## src/rtl/uart_bus_responder.sv

```systemverilog
// Memory-mapped 8N1 UART for the core's IO window: TX/RX byte FIFOs, STATUS and BAUD
// registers, registered read data that is zero when not selected.
module uart_bus_responder #(
  parameter int BUS_ADDR_DATA_LEN = 13,
  parameter int BASE_ADDR         = 'h20,
  parameter int FIFO_DEPTH_LOG2   = 4,
  parameter int DEFAULT_BAUD_DIV  = 925
) (
  input  logic                         rst,
  input  logic                         clk,
  input  logic [BUS_ADDR_DATA_LEN-1:0] addr_dat,
  input  logic                         wr_dat,
  input  logic                         rd_dat,
  input  logic [31:0]                  bus_dat_in,
  output logic [31:0]                  bus_dat_out,
  output logic                         uart_tx,
  input  logic                         uart_rx,
  output logic                         irq
);

  localparam int AW    = BUS_ADDR_DATA_LEN - 2;
  localparam int PW    = FIFO_DEPTH_LOG2 + 1;
  localparam int DEPTH = 1 << FIFO_DEPTH_LOG2;
  localparam logic [AW-1:0] A_TXDATA = AW'((BASE_ADDR >> 2) + 0);
  localparam logic [AW-1:0] A_RXDATA = AW'((BASE_ADDR >> 2) + 1);
  localparam logic [AW-1:0] A_STATUS = AW'((BASE_ADDR >> 2) + 2);
  localparam logic [AW-1:0] A_BAUD   = AW'((BASE_ADDR >> 2) + 3);

  typedef enum logic [1:0] {TX_IDLE, TX_START, TX_DATA, TX_STOP} tx_state_t;
  typedef enum logic [2:0] {RX_IDLE, RX_START, RX_DATA, RX_STOP, RX_BREAK} rx_state_t;

  logic [7:0]    r_tx_mem [DEPTH];
  logic [7:0]    r_rx_mem [DEPTH];
  logic [PW-1:0] r_tx_wr, r_tx_rd, r_rx_wr, r_rx_rd;
  logic [15:0]   r_baud;
  logic          r_rx_ovr, r_ferr, r_tx_ovf;
  tx_state_t     r_tx_state;
  logic [15:0]   r_tx_cnt;
  logic [2:0]    r_tx_bit;
  logic [7:0]    r_tx_shift;
  rx_state_t     r_rx_state;
  logic [15:0]   r_rx_cnt;
  logic [2:0]    r_rx_bit;
  logic [7:0]    r_rx_shift;
  logic          r_rx_s1, r_rx_s2, r_rx_d;

  logic [AW-1:0] w_word;
  logic          w_sel_tx, w_sel_rx, w_sel_st, w_sel_bd;
  logic          w_tx_empty, w_tx_full, w_rx_empty, w_rx_full, w_tx_idle;
  logic          w_tx_push, w_tx_pop, w_tx_ovf, w_tx_tick;
  logic          w_rx_push, w_rx_pop, w_rx_ovr, w_rx_ferr, w_rx_done, w_rx_tick, w_rx_fall;
  logic [16:0]   w_baud_p1;
  logic [31:0]   w_rd_data;
  logic          w_unused;

  assign w_word   = addr_dat[BUS_ADDR_DATA_LEN-1:2];
  assign w_sel_tx = (w_word == A_TXDATA);
  assign w_sel_rx = (w_word == A_RXDATA);
  assign w_sel_st = (w_word == A_STATUS);
  assign w_sel_bd = (w_word == A_BAUD);
  assign w_unused = ^{bus_dat_in[31:16], addr_dat[1:0], w_baud_p1[0]};

  // Pointers carry one extra wrap bit so full and empty are distinguishable.
  assign w_tx_empty = (r_tx_wr == r_tx_rd);
  assign w_tx_full  = (r_tx_wr[PW-1] != r_tx_rd[PW-1]) && (r_tx_wr[PW-2:0] == r_tx_rd[PW-2:0]);
  assign w_rx_empty = (r_rx_wr == r_rx_rd);
  assign w_rx_full  = (r_rx_wr[PW-1] != r_rx_rd[PW-1]) && (r_rx_wr[PW-2:0] == r_rx_rd[PW-2:0]);
  assign w_tx_idle  = w_tx_empty && (r_tx_state == TX_IDLE);

  assign w_tx_tick = (r_tx_cnt == 16'd0);
  assign w_tx_push = wr_dat && w_sel_tx && !w_tx_full;
  assign w_tx_ovf  = wr_dat && w_sel_tx && w_tx_full;
  assign w_tx_pop  = !w_tx_empty &&
                     ((r_tx_state == TX_IDLE) || ((r_tx_state == TX_STOP) && w_tx_tick));

  assign w_rx_tick = (r_rx_cnt == 16'd0);
  assign w_rx_fall = r_rx_d && !r_rx_s2;
  assign w_rx_done = (r_rx_state == RX_STOP) && w_rx_tick;
  assign w_rx_push = w_rx_done && r_rx_s2 && !w_rx_full;
  assign w_rx_ovr  = w_rx_done && r_rx_s2 && w_rx_full;
  assign w_rx_ferr = w_rx_done && !r_rx_s2;
  assign w_rx_pop  = wr_dat && w_sel_rx && !w_rx_empty;
  assign w_baud_p1 = {1'b0, r_baud} + 17'd1;

  assign irq = !w_rx_empty;

  always_comb begin
    w_rd_data = '0;
    if (rd_dat) begin
      if (w_sel_rx && !w_rx_empty)
        w_rd_data = {1'b1, 23'd0, r_rx_mem[r_rx_rd[PW-2:0]]};
      else if (w_sel_st)
        w_rd_data = {26'd0, r_tx_ovf, r_ferr, r_rx_ovr, !w_rx_empty, w_tx_idle, w_tx_full};
      else if (w_sel_bd)
        w_rd_data = {16'd0, r_baud};
    end
  end

  always_ff @(posedge clk) begin
    if (w_tx_push) r_tx_mem[r_tx_wr[PW-2:0]] <= bus_dat_in[7:0];
    if (w_rx_push) r_rx_mem[r_rx_wr[PW-2:0]] <= r_rx_shift;
  end

  always_ff @(posedge clk or negedge rst) begin
    if (!rst) begin
      r_tx_wr     <= '0;
      r_tx_rd     <= '0;
      r_rx_wr     <= '0;
      r_rx_rd     <= '0;
      r_baud      <= 16'(DEFAULT_BAUD_DIV);
      r_rx_ovr    <= 1'b0;
      r_ferr      <= 1'b0;
      r_tx_ovf    <= 1'b0;
      bus_dat_out <= '0;
    end else begin
      if (w_tx_push) r_tx_wr <= r_tx_wr + PW'(1);
      if (w_tx_pop)  r_tx_rd <= r_tx_rd + PW'(1);
      if (w_rx_push) r_rx_wr <= r_rx_wr + PW'(1);
      if (w_rx_pop)  r_rx_rd <= r_rx_rd + PW'(1);
      if (wr_dat && w_sel_bd) r_baud <= bus_dat_in[15:0];
      // A flag event in the same cycle as a clear-write wins over the clear.
      if (wr_dat && w_sel_st) begin
        if (bus_dat_in[3]) r_rx_ovr <= 1'b0;
        if (bus_dat_in[4]) r_ferr   <= 1'b0;
        if (bus_dat_in[5]) r_tx_ovf <= 1'b0;
      end
      if (w_rx_ovr)  r_rx_ovr <= 1'b1;
      if (w_rx_ferr) r_ferr   <= 1'b1;
      if (w_tx_ovf)  r_tx_ovf <= 1'b1;
      bus_dat_out <= w_rd_data;
    end
  end

  always_ff @(posedge clk or negedge rst) begin
    if (!rst) begin
      r_tx_state <= TX_IDLE;
      r_tx_cnt   <= '0;
      r_tx_bit   <= '0;
      r_tx_shift <= '0;
      uart_tx    <= 1'b1;
    end else begin
      case (r_tx_state)
        TX_IDLE: if (w_tx_pop) begin
          r_tx_shift <= r_tx_mem[r_tx_rd[PW-2:0]];
          uart_tx    <= 1'b0;
          r_tx_cnt   <= r_baud;
          r_tx_state <= TX_START;
        end
        TX_START: if (w_tx_tick) begin
          uart_tx    <= r_tx_shift[0];
          r_tx_cnt   <= r_baud;
          r_tx_bit   <= 3'd0;
          r_tx_state <= TX_DATA;
        end else r_tx_cnt <= r_tx_cnt - 16'd1;
        TX_DATA: if (w_tx_tick) begin
          r_tx_cnt <= r_baud;
          if (r_tx_bit == 3'd7) begin
            uart_tx    <= 1'b1;
            r_tx_state <= TX_STOP;
          end else begin
            uart_tx    <= r_tx_shift[1];
            r_tx_shift <= {1'b0, r_tx_shift[7:1]};
            r_tx_bit   <= r_tx_bit + 3'd1;
          end
        end else r_tx_cnt <= r_tx_cnt - 16'd1;
        TX_STOP: if (w_tx_tick) begin
          // Chain straight into the next start bit when a byte is waiting.
          if (w_tx_pop) begin
            r_tx_shift <= r_tx_mem[r_tx_rd[PW-2:0]];
            uart_tx    <= 1'b0;
            r_tx_cnt   <= r_baud;
            r_tx_state <= TX_START;
          end else r_tx_state <= TX_IDLE;
        end else r_tx_cnt <= r_tx_cnt - 16'd1;
        default: r_tx_state <= TX_IDLE;
      endcase
    end
  end

  always_ff @(posedge clk or negedge rst) begin
    if (!rst) begin
      r_rx_s1    <= 1'b1;
      r_rx_s2    <= 1'b1;
      r_rx_d     <= 1'b1;
      r_rx_state <= RX_IDLE;
      r_rx_cnt   <= '0;
      r_rx_bit   <= '0;
      r_rx_shift <= '0;
    end else begin
      r_rx_s1 <= uart_rx;
      r_rx_s2 <= r_rx_s1;
      r_rx_d  <= r_rx_s2;
      case (r_rx_state)
        RX_IDLE: if (w_rx_fall) begin
          r_rx_cnt   <= w_baud_p1[16:1];
          r_rx_state <= RX_START;
        end
        RX_START: if (w_rx_tick) begin
          if (r_rx_s2) r_rx_state <= RX_IDLE;
          else begin
            r_rx_cnt   <= r_baud;
            r_rx_bit   <= 3'd0;
            r_rx_state <= RX_DATA;
          end
        end else r_rx_cnt <= r_rx_cnt - 16'd1;
        RX_DATA: if (w_rx_tick) begin
          r_rx_shift <= {r_rx_s2, r_rx_shift[7:1]};
          r_rx_cnt   <= r_baud;
          r_rx_bit   <= r_rx_bit + 3'd1;
          if (r_rx_bit == 3'd7) r_rx_state <= RX_STOP;
        end else r_rx_cnt <= r_rx_cnt - 16'd1;
        RX_STOP: if (w_rx_tick) r_rx_state <= r_rx_s2 ? RX_IDLE : RX_BREAK;
        else r_rx_cnt <= r_rx_cnt - 16'd1;
        RX_BREAK: if (r_rx_s2) r_rx_state <= RX_IDLE;
        default: r_rx_state <= RX_IDLE;
      endcase
    end
  end

endmodule

```

## config.mk

```make
export PLATFORM = sky130hd
export DESIGN_NAME = uart_bus_responder
export DESIGN_NICKNAME = d
export VERILOG_FILES = /design/src/rtl/uart_bus_responder.sv
export SDC_FILE = /design/constraint.sdc
export NUM_CORES = 1
export LEC_CHECK = 0
export ABC_AREA = 1
export CORE_MARGIN = 4
export CORE_UTILIZATION = 65
export CTS_CLUSTER_DIAMETER = 30
export DETAILED_ROUTE_END_ITERATION = 10
export PLACE_DENSITY = 0.85
export SETUP_SLACK_MARGIN = 0.2
export SLEW_MARGIN = 40
export SYNTH_ARGS = -nofsm -noshare
export SYNTH_HDL_FRONTEND = slang
export SYNTH_SLANG_ARGS = --single-unit
```

## constraint.sdc

```tcl
create_clock -name clk -period 3.4 [get_ports clk]
set_input_delay 0.68 -clock clk [delete_from_list [all_inputs] [get_ports clk]]
set_output_delay 0.68 -clock clk [all_outputs]
set_load 0.05 [all_outputs]
```

# After elaboration in Yosys (flattened, before gate mapping)
# Memories as Yosys holds them, arrays and structs flattened.
# Cells that the tools add are included.
dict set report classes {
  muxes 62
  reduce_logical 51
  addsub 9
  n_eq_ne 34
}
# cell n
set ops {}
lappend ops {{$mux 16} 10}
lappend ops {{$mux 32} 2}
lappend ops {{$pmux 16 s4} 1}
lappend ops {{$pmux 16 s3} 1}
lappend ops {{$eq 11x4->1 const B} 4}
lappend ops {{$mux 3} 13}
lappend ops {{$logic_not 16->1} 2}
lappend ops {{$mux 8} 4}
lappend ops {{$sub 16x1->16 const B} 2}
lappend ops {{$ne 2x2->1 const B} 14}
lappend ops {{$pmux 8 s3} 1}
lappend ops {{$add 5x1->5 const B} 4}
lappend ops {{$logic_and 1x1->1} 19}
lappend ops {{$mux 1} 19}
lappend ops {{$add 16x1->17 const B} 1}
lappend ops {{$reduce_and 4->1} 4}
lappend ops {{$reduce_bool 2->1} 8}
lappend ops {{$pmux 3 s5} 1}
lappend ops {{$mux 2} 6}
lappend ops {{$pmux 3 s2} 2}
lappend ops {{$eq 5x5->1} 2}
lappend ops {{$eq 3x3->1 const B} 3}
lappend ops {{$eq 4x4->1} 2}
lappend ops {{$pmux 2 s4} 1}
lappend ops {{other kinds (19)} 30}
dict set report word_totals {
  mem_bits_rw 256
  mem_count 2
  input_bits 50
  regBits 134
}
# name depth width rd rd_clocked_by_memory_dff write_ports line
set memory_table {}
lappend memory_table {r_rx_mem 16 8 1 0 1 33} ;# logic [7:0] r_rx_mem [DEPTH];
lappend memory_table {r_tx_mem 16 8 1 0 1 32} ;# logic [7:0] r_tx_mem [DEPTH];

# Longest topological paths before layout
# Gate-level depths: netlist (run 1).
dict set report depth {
  ltp_word 7
  depth_mapped 14
}

# Worst setup path before layout (run 1)
# No wires, ideal clock.
dict set report synth_path {
  path_type {input to register}
  start {in addr_dat[9]}
  end {mem r_tx_mem[0][0], enable pin}
  arrival_time_ns 1.923
  path_buffers 0
  slack_ns 1.107
  setup_ns 0.370
  path_stages 9
  cell_sequence {nor2_1 -> nand2_1 -> nor2_1 -> nand2_1 -> nor2_1 -> nand2_2 -> inv_2 -> nand2_1 -> nor2_1}
}
dict set report synth_between {
  elab_chain_cells 5
}
# element line
set synth_rtl {}
lappend synth_rtl {{from (decl)} 11} ;# input logic [BUS_ADDR_DATA_LEN-1:0] addr_dat,
lappend synth_rtl {{$eq 11x4->1} 57} ;# assign w_sel_tx = (w_word == A_TXDATA);
lappend synth_rtl {{$logic_and 1x1->1 (2 in series)} 71} ;# assign w_tx_push = wr_dat && w_sel_tx && !w_tx_full;
lappend synth_rtl {{$mux 1} 100} ;# if (w_tx_push) r_tx_mem[r_tx_wr[PW-2:0]] <= bus_dat_in[7:0];
lappend synth_rtl {{$mux 1 (not written as such)} 100}
lappend synth_rtl {{to (decl)} 32}
# No other way between the ends.

# Final worst setup path (run 1)
dict set report layout_path {
  start {reg r_rx_rd[0]}
  end {out irq}
}
dict set report layout_between {
  elab_chain_cells 2
}
# element line
set layout_rtl {}
lappend layout_rtl {{from (decl)} 34} ;# logic [PW-1:0] r_tx_wr, r_tx_rd, r_rx_wr, r_rx_rd;
lappend layout_rtl {{from (signal assigned)} 119} ;# if (w_rx_pop) r_rx_rd <= r_rx_rd + PW'(1);
lappend layout_rtl {{$eq 5x5->1} 66} ;# assign w_rx_empty = (r_rx_wr == r_rx_rd);
lappend layout_rtl {{$logic_not 1->1} 85} ;# assign irq = !w_rx_empty;
lappend layout_rtl {{to (decl)} 18} ;# output logic irq
# No other way between the ends.

==> metrics.txt, run 1 <==
CP max stage cell dfrtp_2; fillers 1,687; final period utilization 88.7%; Clock transition at path regs 60 ps; Tightest Hold Check Type input pin to asynchronous set/reset pin; area of the core 27,900 um2; io pins 84; mapped cell area 18,500 um2; Ys Warns 0; Initial DRC Count 1,736; RSZ-0062 raised after global routing no; most frequent cells in the layout nand2_1 (718), nand3_1 (282), edfxtp_1 (256), inv_1 (207), nor2_1 (125); GPL Wtd Cong 0.918; Synth Flop Type edfxtp_1; leakage power 9.75 nW; worst-path cell chain clkinv_1 -> nand2_1 -> nand2_1 -> a21oi_1 -> nand3_2 -> buf_4; largest stage delay on the critical path 700 ps; drt pass-1 iters 8; Final nets 2,216; Top cell by count, worst path nand2_1; Max-cap violations 0; synth unique cells 50; Worst setup SP type flip-flop; number of flops mapped to enable cells by yosys 256; top cells by area, synth edfxtp_1 (42%), dfrtp_1 (15%), nand2_1 (15%); Cell Rows 61; Setup-failing EPs final 0; CP required 2720 ps; vias post-DR 14,700; Crit path arrival time 2330 ps; most common cell after layout, fill and taps aside nand2_1; cells after synthesis 2,051; cell taking the most area after synthesis edfxtp_1; DRC viols 0; setup bufs post-CTS 0; Power Density 790 nW/um2; # diodes 0; status completed; share of the synthesized area in the top cell type 41.5%; initial antenna violation count 0; dpl hpwl 29.1 mm; WL/cell 18.1 um; Routed Antenna Nets 0; GRT Overall Usage 30.0%; Max-slew headroom 42.4%; Area Overhead vs Synth 17.5%; Die W 177 um; clock latency on the worst-skew pair 560 ps; Max FO, Critical Path 29; Seq/Total Area, Yosys 57.7%; Die Span Y 177 um; Pins Over Slew Limit 0; Crit Path Class flip-flop to output port; final WL 46.5 mm; Final Skew 15.8 ps; post-cts resize count 0; min Tclk post-route 3010 ps; share of cells above drive strength 1 12.1%; CTS tree built; Fmax achieved 0.332 GHz; first-pass GRT wire length 74.8 mm; die footprint 31,200 um2; Min Hold Slack 129 ps; CTS Hold Buffers Added 0; total CTS buffers 69; Seq cells post-synth 375; vias in the first global route 14,600; total gr overflow 0; asr flop ratio synth 31.7%; Clock Sinks 375; H-tree Lvls 3; Clock Path Buffers 3; Setup TNS Final 0 ps; PortBufs 50; Worst-Margin Slew 861 ps; largest net degree at the start of global routing 77; Avg Inst Size Synth 9.03 um2; vias per cell 5.71; starting density of the core 66.3%; CTS root buf clkbuf_16; Critical Path End Type output port; Hold Fails Final Rpt 0; peak supply drop 0.000735 V
where the power goes:
part	switching, mW	total (mW)	internal, mW
Clock	2.41	6.99	4.57
Sequential	0.391	5.65	5.25
Combinational	3.19	4.57	1.38
area by class of cell:
| class | instances | area (um2) | area share [%] |
|---|---|---|---|
| repair buffers | 86 | 763 | 3.51 |
| inverters | 223 | 840 | 3.86 |
| well taps | 378 | 473 | 2.17 |
| flip-flops and latches | 375 | 10700 | 49.1 |
| clock buffers | 79 | 1850 | 8.49 |
| multi-input cells | 1387 | 6590 | 30.3 |
| clock inverters | 48 | 558 | 2.56 |
per-layer routing:
layer	GRT usage [%]	wire (um)	vias to the layer above
li1	-	-	6832
met2	49.4	22600	777
met3	5.51	4240	139
met4	12.4	1700	0
met5	0	0	-
met1	39.8	18000	6969
worst max-delay path: cells and delay by family (launching register included):
kind	cells	cell delay (ps)
AOI/OAI and AO/OA	1	210
buffers and inverters	2	450
DFF	1	700
and+or+nand+nor	3	420
synth_stat cells, types with 4 or more instances:
cell type / n
buf_6: 4
nor2_2: 15
inv_2: 11
nand2_2: 15
nand3b_1: 4
edfxtp_1: 256
a21oi_1: 20
clkbuf_1: 19
xnor2_1: 11
dfrtp_1: 108
nand2_4: 6
nand3_1: 282
ha_1: 24
nand3_2: 7
inv_1: 208
nor2_4: 10
dfstp_2: 11
o21ai_0: 43
buf_4: 23
nor3_1: 12
mux2_2: 13
nor2_1: 125
nand2_1: 718
nand4_1: 14
o21ai_1: 6
buf_2: 31
xor2_1: 23
registers in the layout, summed over array words and instances (netlist names), 5 cells and up:
register	cells
bus_dat_out	17
r_baud	16
r_rx_cnt	16
r_rx_mem	128
r_rx_rd	5
r_rx_shift	8
r_rx_wr	5
r_tx_cnt	16
r_tx_mem	128
r_tx_rd	5
r_tx_shift	8
r_tx_wr	5
worst paths after layout:
kind | from | slack (ps) | cells after the start | to
min in group clk | r_rx_s1 | 350 | 0 | r_rx_s2
worst max-delay path | r_rx_rd[0] | 390 | 6 | irq
max in group asynchronous | rst | 2400 | 2 | r_rx_d
worst min-delay path | rst | 130 | 1 | r_tx_shift[4]
worst min register to register | r_rx_s1 | 350 | 0 | r_rx_s2
worst max register to register | r_rx_cnt[0] | 550 | 9 | r_rx_mem[4][3]
kinds of logic (layout without fill, tap and decap cells):
logic type,after synthesis,after routing,share of synthesized area (%)
mux,13,13,0.791
buf+inv,303,436,7.00
other cells,1,15,0.0203
xor+xnor,36,36,1.78
simple gates,1220,1220,28.8
flops,375,375,57.7
compound gates,79,79,2.34
fa+ha+maj,24,24,1.62
per-stage QoR:
stage	setup slack, ps	total power [mW]	std cells	utilization [%]	cell area, um2
after floorplan	1110	9.10	2065	-	18600
after global placement	341	9.93	2449	69.3	19400
after detailed placement	229	10.1	2449	69.3	19400
after CTS	381	17.2	2576	77.9	21800
after global routing	209	18.0	2576	77.9	21800
final	386	17.2	2576	77.9	21800
(Power assumes the default switching activity.)
==> inputs of run 2 (changes only) <==
--- a/config.mk
+++ b/config.mk
@@ -11,8 +11,10 @@
 export CTS_CLUSTER_DIAMETER = 30
 export DETAILED_ROUTE_END_ITERATION = 10
 export PLACE_DENSITY = 0.85
+export REMOVE_ABC_BUFFERS = 1
 export SETUP_SLACK_MARGIN = 0.2
 export SLEW_MARGIN = 40
 export SYNTH_ARGS = -nofsm -noshare
 export SYNTH_HDL_FRONTEND = slang
 export SYNTH_SLANG_ARGS = --single-unit
+export TNS_END_PERCENT = 30
==> run 2 against run 1 <==
Die area stayed put. Clock skew is 4.7 ps higher. Hold slack worse by 24 ps. Largest power group unchanged. Register-to-register slack worse by 40 ps. Cell area is 0.53% higher. Via count is 2.3% higher.
==> metrics.txt, run 2 (same netlist as run 1, synthesis figures left out) <==
Final nets 2,218 (+0.090%); leakage power 9.79 nW (+0.39%); Max FO, Critical Path 25 (-14%); cell area after layout 21,900 um2 (+0.53%); PortBufs 50 (unchanged); first-pass GRT wire length 76.8 mm (+2.7%); status completed; starting density of the core 66.3% (unchanged); Worst setup SP type flip-flop; RR Startpoint r_rx_cnt[0]; Die Span Y 177 um (unchanged); dpl hpwl 28.9 mm (-0.63%); placed inst area 19,400 um2 (about the same); io pins 84 (unchanged); initial antenna violation count 0 (unchanged); Clock Path Buffers 3 (unchanged); worst-path cell chain clkinv_1 -> nand2_1 -> nand2_1 -> a21oi_1 -> nand3_2 -> buf_4; drt pass-1 iters 9 (+1); Crit Path Class flip-flop to output port; Fmax achieved 0.337 GHz (+1.5%); most common cell after layout, fill and taps aside nand2_1; Power Density 800 nW/um2 (+1.2%); Final Skew 20.5 ps (+4.71 ps); CTS Hold Buffers Added 0 (unchanged); CP Launch Point r_rx_rd[0]; total CTS buffers 70 (+1.4%); Min Hold Slack 106 ps (-23.6 ps); final WL 48.0 mm (+3.0%); area of the core 27,900 um2 (unchanged); Initial DRC Count 2,137 (+23%); die footprint 31,200 um2 (unchanged); WL/cell 18.6 um (+2.9%); peak supply drop 0.000591 V (-20%); Tightest Hold Check Type input pin to asynchronous set/reset pin; CTS tree built; largest stage delay on the critical path 600 ps (-100 ps); # diodes 0 (unchanged); Pins Over Slew Limit 0 (unchanged); clock latency on the worst-skew pair 570 ps (about the same); Clock Sinks 375 (unchanged); DRC viols 0 (unchanged); vias post-DR 15,100 (+2.3%); Cell Rows 61 (unchanged); Worst-Margin Slew 908 ps (+46.3 ps); Critical Path End Type output port; Die W 177 um (unchanged); min Tclk post-route 2970 ps (-43.8 ps); Top cell by count, worst path nand2_1; GRT Overall Usage 30.9% (+0.88 points); final period utilization 87.4% (-1.3 points); largest net degree at the start of global routing 69 (-10%); vias in the first global route 15,000 (+2.6%); most frequent cells in the layout nand2_1 (718), nand3_1 (282), edfxtp_1 (256), inv_1 (207), nor2_1 (124); RSZ-0062 raised after global routing no; Max-cap violations 0 (unchanged); share of cells above drive strength 1 12.0% (-0.11 points); Hold Fails Final Rpt 0 (unchanged); CP required 2720 ps (about the same); Crit path arrival time 2290 ps (-40 ps); CP max stage cell dfrtp_4; Routed Antenna Nets 0 (unchanged); vias per cell 5.84 (+2.2%); GPL Wtd Cong 0.933 (+1.7%); Setup-failing EPs final 0 (unchanged); Max-slew headroom 39.3% (-3.1 points); total gr overflow 0 (unchanged); Clock transition at path regs 50 ps (about the same); H-tree Lvls 3 (unchanged); CTS root buf clkbuf_16; Area Overhead vs Synth 18.1%
-- run 2: cell types whose count changed in the layout (fill, tap and decap cells not counted), moves of 2 or more --
cell       before  now
clkinv_2        9    7
clkbuf_16      72   70
clkinv_4        7    3
inv_8           2    0
clkinv_8        2    5
clkinv_1        5   11
inv_6           9    7
bufinv_16       8   13
-- run 2: final timing paths --
check,slack [ps],endpoint,depth (start not counted)
worst min-delay path,110,r_tx_shift[3],1
min in group clk,360,r_rx_s2,0
max in group asynchronous,2430,r_baud[9],2
worst max-delay path,430,irq,6
worst max register to register,510,r_rx_mem[4][1],9
worst min register to register,360,r_rx_s2,0
-- run 2: per-layer routing --
metal  routed length, um  up-vias  track usage [%]
met4                1880        0             12.7
met5                   0        -                0
met1               18200     7153             39.7
li1                    -     6828                -
met2               23700      912             52.5
met3                4110      168             5.40
-- run 2: layout make-up --
| type | instances | area, um2 |
|---|---|---|
| multi-input combinational | 1387 | 6600 |
| tap | 378 | 473 |
| sequential | 375 | 10700 |
| inverter | 223 | 840 |
| clock buffer | 77 | 1810 |
| clock inverter | 52 | 696 |
| timing repair buffer | 87 | 776 |
| fill | 1633 | 6060 |
-- run 2: power by group --
part | switching [mW] | total [mW] | internal (mW)
clock | 2.42 | 7.29 | 4.87
sequential | 0.395 | 5.65 | 5.26
combinational | 3.19 | 4.56 | 1.38
total | 6.00 | 17.5 | 11.5
-- run 2: metrics by stage --
step	utilization, %	power [mW]	setup WS (ps)	setup TNS, ps	instances
6_report	78.3	17.5	430	0	2579
5_1_grt	78.3	18.4	273	0	2579
4_1_cts	78.3	17.4	357	0	2579
3_5_place_dp	69.3	10.1	402	0	2450
3_3_place_gp	69.3	9.92	448	0	2450
2_1_floorplan	-	8.88	-384	-50890	1985
-- run 2: timing repair --
item / in CTS / in global routing
buffers inserted: 0 / 0
setup endpoints to repair: 0 / 1
gates resized for setup: 0 / 1
-- run 2: critical path, delay by kind of cell (launching register included) --
family	cells	cell delay, ps
compound gates	1	210
buf+inv	2	460
flops	1	600
simple gates	3	450
